## src/rtl/imem_arbiter.sv

```systemverilog
// Arbitrates one single-port synchronous-read instruction memory between CPU fetch and the
// program loader, steering read data back to whichever port issued the read.
module imem_arbiter #(
  parameter int unsigned ADDR_W     = 8,
  parameter int unsigned DATA_W     = 32,
  parameter int unsigned MAX_STREAK = 4
) (
  input  logic              clk,
  input  logic              rst,
  input  logic              f_req,
  input  logic [ADDR_W-1:0] f_addr,
  output logic              f_gnt,
  output logic              f_rvalid,
  output logic [DATA_W-1:0] f_rdata,
  input  logic              l_req,
  input  logic              l_we,
  input  logic [ADDR_W-1:0] l_addr,
  input  logic [DATA_W-1:0] l_wdata,
  output logic              l_gnt,
  output logic              l_rvalid,
  output logic [DATA_W-1:0] l_rdata,
  output logic              mem_en,
  output logic              mem_we,
  output logic [ADDR_W-1:0] mem_addr,
  output logic [DATA_W-1:0] mem_wdata,
  input  logic [DATA_W-1:0] mem_rdata
);

  localparam int unsigned StreakW = $clog2(MAX_STREAK + 1);
  localparam logic [StreakW-1:0] StreakMax = StreakW'(MAX_STREAK);

  typedef enum logic [1:0] {OwnNone, OwnFetch, OwnLoader} owner_e;

  logic [StreakW-1:0] streak_q, streak_d;
  owner_e             owner_q, owner_d;

  // Loader wins ties until it has taken MAX_STREAK grants in a row over a waiting fetch.
  always_comb begin
    f_gnt = 1'b0;
    l_gnt = 1'b0;
    if (!rst) begin
      if (f_req && (!l_req || streak_q == StreakMax)) begin
        f_gnt = 1'b1;
      end else if (l_req) begin
        l_gnt = 1'b1;
      end
    end
  end

  always_comb begin
    mem_en    = 1'b0;
    mem_we    = 1'b0;
    mem_addr  = '0;
    mem_wdata = '0;
    if (f_gnt) begin
      mem_en   = 1'b1;
      mem_addr = f_addr;
    end else if (l_gnt) begin
      mem_en    = 1'b1;
      mem_we    = l_we;
      mem_addr  = l_addr;
      mem_wdata = l_wdata;
    end
  end

  always_comb begin
    streak_d = streak_q;
    owner_d  = OwnNone;
    if (f_gnt) begin
      streak_d = '0;
      owner_d  = OwnFetch;
    end else if (l_gnt) begin
      if (!f_req) begin
        streak_d = '0;
      end else if (streak_q != StreakMax) begin
        streak_d = streak_q + 1'b1;
      end
      owner_d = l_we ? OwnNone : OwnLoader;
    end
  end

  always_ff @(posedge clk) begin
    if (rst) begin
      streak_q <= '0;
      owner_q  <= OwnNone;
    end else begin
      streak_q <= streak_d;
      owner_q  <= owner_d;
    end
  end

  // Masking with rst drops a read that was in flight when reset arrived.
  assign f_rvalid = !rst && (owner_q == OwnFetch);
  assign l_rvalid = !rst && (owner_q == OwnLoader);
  assign f_rdata  = mem_rdata;
  assign l_rdata  = mem_rdata;

endmodule

```

## config.mk

```make
export PLATFORM = sky130hd
export DESIGN_NAME = imem_arbiter
export DESIGN_NICKNAME = d
export VERILOG_FILES = /design/src/rtl/imem_arbiter.sv
export SDC_FILE = /design/constraint.sdc
export NUM_CORES = 1
export LEC_CHECK = 0
export CORE_AREA = 2 2 75 77
export CTS_CLUSTER_DIAMETER = 120
export CTS_CLUSTER_SIZE = 40
export DETAILED_ROUTE_END_ITERATION = 16
export DIE_AREA = 0 0 77 79
export PLACE_DENSITY = 0.86
export SYNTH_ARGS = -nofsm -noshare
export SYNTH_HDL_FRONTEND = slang
export SYNTH_SLANG_ARGS = --single-unit
```

## constraint.sdc

```tcl
create_clock -name clk -period 1.9 [get_ports clk]
set_input_delay 0.285 -clock clk [delete_from_list [all_inputs] [get_ports clk]]
set_output_delay 0.285 -clock clk [all_outputs]
set_load 0.005 [all_outputs]
```

; ---- Yosys cells after proc, flatten, opt, wreduce, memory -nomap -nowiden
; Cells that the tools add are included.
[word_totals]
elab_cells = 37
inputBits = 85
output_inout_bits = 110
reg_bits = 5
[classes]
n_mux = 18
eq_ne = 5
bitwise = 1
n_addsub = 1
n_reduce_logical = 9
[ops]
columns = operator, count
row1 = $mux W32, 2
row2 = $mux W8, 2
row3 = $mux W1, 11
row4 = $mux W3, 2
row5 = $add A3 B1 Y3 const B, 1
row6 = $eq A3 B3 Y1 const B, 1
row7 = $logic_and A1 B1 Y1, 3
row8 = $ne A3 B3 Y1 const B, 1
row9 = $reduce_or A3 Y1, 1
row10 = $eq A2 B1 Y1 const B, 1
row11 = $eq A2 B2 Y1 const B, 1
row12 = $logic_not A1 Y1, 2
row13 = $mux W2, 1
row14 = $ne A2 B1 Y1 const B, 1
row15 = $reduce_and A2 Y1, 1
row16 = $reduce_or A2 Y1, 1
row17 = $logic_or A1 B1 Y1, 1
row18 = $not A1 Y1, 1

; ---- Depth between registers and ports, before layout
; Gate-level depths: netlist (run 1).
[logic_depth]
ltp_word = 7
mapped_depth = 5
depth_no_buf = 5

; ---- Least setup slack after synthesis (run 1)
; OpenSTA, ideal clock, no wires.
[synth_timing]
kind = flip-flop to output port
from = reg streak_q[0]
to = out mem_wdata[22]
required_ps = 1615
arrival_ps = 1402
setup_slack_ps = 213
stages_incl_launch_ff = 6
cell_sequence = dfxtp_1 -> inv_1 -> ha_1 -> a311oi_4 -> buf_6 -> and2_1
[synth_via]
elab_chain_cells = 7
[synth_rtl]
columns = item, line_no
row1 = from (decl), 34  ; logic [StreakW-1:0] streak_q, streak_d;
row2 = from (signal assigned), 87  ; streak_q <= streak_d;
row3 = $eq A3 B3 Y1 *, 42  ; if (f_req && (!l_req || streak_q == StreakMax)) begin
row4 = $logic_or A1 B1 Y1 *, 42
row5 = $logic_and A1 B1 Y1 *, 42
row6 = $mux W1, 42
row7 = $mux W1, 41  ; if (!rst) begin
row8 = $mux W32, 58  ; end else if (l_gnt) begin
row9 = $mux W32 *, 55  ; if (f_gnt) begin
row10 = to (decl), 25  ; output logic [DATA_W-1:0] mem_wdata,
; Mark *: on every way between the ends. The rest lies on a longest branch, timed or not.

; ---- Final worst setup path (run 1)
[layout_timing]
from = reg streak_q[0]
to = out mem_addr[4]
[layout_via]
elab_chain_cells = 7
[layout_rtl]
columns = item, line_no
row1 = $eq A3 B3 Y1 *, 42
row2 = $logic_or A1 B1 Y1 *, 42
row3 = $logic_and A1 B1 Y1 *, 42
row4 = $mux W1, 42
row5 = $mux W1, 41
row6 = $mux W8, 58
row7 = $mux W8 *, 55
row8 = to (decl), 24  ; output logic [ADDR_W-1:0] mem_addr,
; Marked as above.

==> results.md, run 1 <==
* Failing checks: negative setup slack
* RSZ-0062 raised after global routing: yes
* Starting density of the core at 20.4%
* Clock Tree Root: clkbuf_8
* Number of buffers added by the clock tree synthesis step at 3
* Clock network latency to the later pin of the worst-skew pair at 0.23 ns
* Mean instance size in the synthesized netlist at 7.77 um^2
* Number of buffers inserted for hold repair after clock tree synthesis at 0
* Number of placement rows at 27
* Crit path kind: flip-flop to output port
* Fin cells at 271
* Die boundary width at 77 um
* Post-place instance area at 1730 um^2
* Outcome: complete, but fails checks
* Number of H-tree branching levels at 1
* Largest driver fanout on the critical path at 6
* Post-CTS clock slew at the launch and capture registers of the worst setup and hold paths at 0.04 ns
* Worst Tran Pin Value at 0.233 ns
* Max Buffers Root-to-Sink at 2
* Post-route worst setup slack at -0.104 ns
* Drt first pass iters at 5
* First-pass GRT wire length at 6.04 mm
* IO Pins at 195
* Area of the die at 6080 um^2
* Antenna diode instance count at 0
* Final critical-path share of the clock period at 105%
* Synthesis Warnings at 0
* Routed length per instance at 15.8 um
* Vias per std cell at 3.93
* Number of register bits inferred by synthesis at 5
* Endpoint kind of the worst setup timing path: output port
* Via count at 1064
* Post-route DRC violation count at 0
* Synthesized netlist cell count at 140
* Static power due to leakage at 0.000915 uW
* Area overhead of the layout relative to synthesis at 84.6%
* Sequential fraction of the synthesis area at 9.21%
* Hold slack at 0.541 ns
* Number of cells in the design after placement at 251
* Area of the core at 5340 um^2
* Initial antenna violation count at 0
* Worst min path class: flip-flop to flip-flop
* Cell depth of the worst flop-to-flop path at 8
* Number of max-capacitance violations reported at 0
* Tmin final at 2.00 ns
* Final Wtd Congestion at 0.775
* CTS tree: yes
* Number of distinct standard cells referenced by the synthesized netlist at 21
* Crit path required time at 1.62 ns
* Arr. time, crit path at 1.72 ns
* Largest vdd supply drop at 0.399 mV
* Cell area power density at 333 nW/um^2
* Total global-route track usage at 12.7%
* Number of sinks on the clock net at 5
* Final antenna-violating net count at 0
* Die Y-Extent at 79 um
* Placed wire-length estimate after detailed placement at 2.85 mm
* DR iter-0 viols at 17
* Post-Syn Nets at 227
* Final count of pins violating max slew at 0
* Maximum number of pins on one net before global-route repair at 12
* Overflow left after global routing at 0
* Post-synth design cell area at 1090 um^2
* Via count of the first global-routing pass at 1088
* Number of hold violations in the final report at 0
* Worst slew margin relative to its limit at 84.5%
* Routed wire length at 4.28 mm
* Total of endpoints with negative setup slack in the final report at 28
* Fill cells at 566
* NumNets Final at 287
* Setup clock skew after layout at 0.0000922 ns
* Fmax at 0.499 GHz
* Post-Layout Inst Area at 2010 um^2
* PortBufs at 98
* Share of post-route cells with drive strength above 1 at 51.8%
* Critical Path Source Type: flip-flop
* Worst hold stages at 2
-- area by class of cell --
type	count	area (um^2)	area share, %
tap	72	90.1	4.49
multi-input combinational	63	515	25.7
sequential	5	103	5.11
inverter	3	11.3	0.561
clock buffer	4	45.0	2.24
timing repair buffer	124	1240	61.9
-- state kept, by name, indices dropped and copies added, names as in the netlist --
register	count
owner_q	2
streak_q	3
-- path summary, 6_finish.rpt --
path                            startpoint                  endpoint  slack [ns]
setup / recovery  streak_q[0]$_SDFFE_PP0P_               mem_addr[4]       -0.10
hold / removal    streak_q[2]$_SDFFE_PP0P_  streak_q[2]$_SDFFE_PP0P_        0.54
setup reg to reg  streak_q[0]$_SDFFE_PP0P_     owner_q[1]$_SDFF_PP0_        0.48
hold reg to reg   streak_q[2]$_SDFFE_PP0P_  streak_q[2]$_SDFFE_PP0P_        0.54
-- cell usage in the layout, fill, tap and decap left out, types with 2 or more instances in the layout --
cell type,n
a22o_1,8
nor3b_1,2
inv_2,3
dlygate4sd2_1,3
nand4_1,2
clkdlybuf4s15_2,2
buf_4,14
dfxtp_1,3
a21oi_1,4
clkbuf_8,3
dfxtp_2,2
buf_16,3
and2_1,10
buf_2,19
buf_6,24
buf_8,3
buf_12,2
nand2_1,3
and2_4,23
clkdlybuf4s50_1,52
-- synth_stat cells, drive strengths merged --
cell type | n | area [um^2]
buf | 69 | 533
and2 | 33 | 206
a22o | 8 | 70.1
a21oi | 5 | 28.8
dfxtp | 5 | 100
inv | 3 | 11.3
nand2 | 3 | 11.3
ha | 2 | 25.0
nand4 | 2 | 12.5
nor3b | 2 | 15.0
a311oi | 1 | 26.3
and2b | 1 | 7.51
nand2b | 1 | 6.26
nand4b | 1 | 8.76
nor2 | 1 | 3.75
nor4bb | 1 | 10.0
o21ai | 1 | 5.00
or2 | 1 | 6.26
-- stage by stage --
step                total power [uW]  setup TNS, ns  util [%]  setup WS, ns
floorplan                        293              0         -         0.213
global placement                 392         -15.65      32.3        -0.397
detailed placement               395         -17.40      32.3        -0.428
CTS                              639          -2.25      34.9        -0.115
global route                     700          -3.04      37.6        -0.151
finish                           668          -1.59      37.6        -0.104
-- power breakdown --
part / switching [uW] / internal (uW)
sequential: 1.60 / 109
clock: 65.1 / 145
combinational: 102 / 245
-- per-layer routing --
layer  global-route usage [%]  wire length [um]
met5                        0                 0
met4                     4.82                69
met3                     6.02               479
met2                     20.9              2090
met1                     14.2              1640
-- timing repair --
action | CTS | global route
pin swaps | 12 | 14
cloned | 3 | 1
gates resized for setup | 186 | 48
endpoints found under the setup margin | 46 | 44
hold endpoints to repair | 0 | 0
buffers inserted | 11 | 2
-- kinds of logic (layout without fill, tap and decap cells) --
family | after synthesis | after routing | synth area share, %
simple gates | 46 | 46 | 26.5
fa+ha+maj | 2 | 2 | 2.30
buf+inv | 72 | 131 | 50.1
compound gates | 15 | 15 | 12.0
flops | 5 | 5 | 9.21
-- worst max-delay path, stage by stage, from the launching register on --
cell	delay, ns
dfxtp_2	0.33
inv_2	0.05
ha_4	0.17
a311oi_4	0.22
buf_4	0.16
buf_8	0.11
buf_16	0.12
buf_8	0.10
a22o_1	0.12
buf_2	0.11
(Power assumes the default switching activity.)
==> run 2, diff against run 1 <==
--- a/config.mk
+++ b/config.mk
@@ -5,6 +5,7 @@
 export SDC_FILE = /design/constraint.sdc
 export NUM_CORES = 1
 export LEC_CHECK = 0
+export ABC_CLOCK_PERIOD_IN_PS = 1900
 export CORE_AREA = 2 2 75 77
 export CTS_CLUSTER_DIAMETER = 120
 export CTS_CLUSTER_SIZE = 40
==> results of run 2 <==
No change in the layout: final DEF, timing and power equal those of run 1.
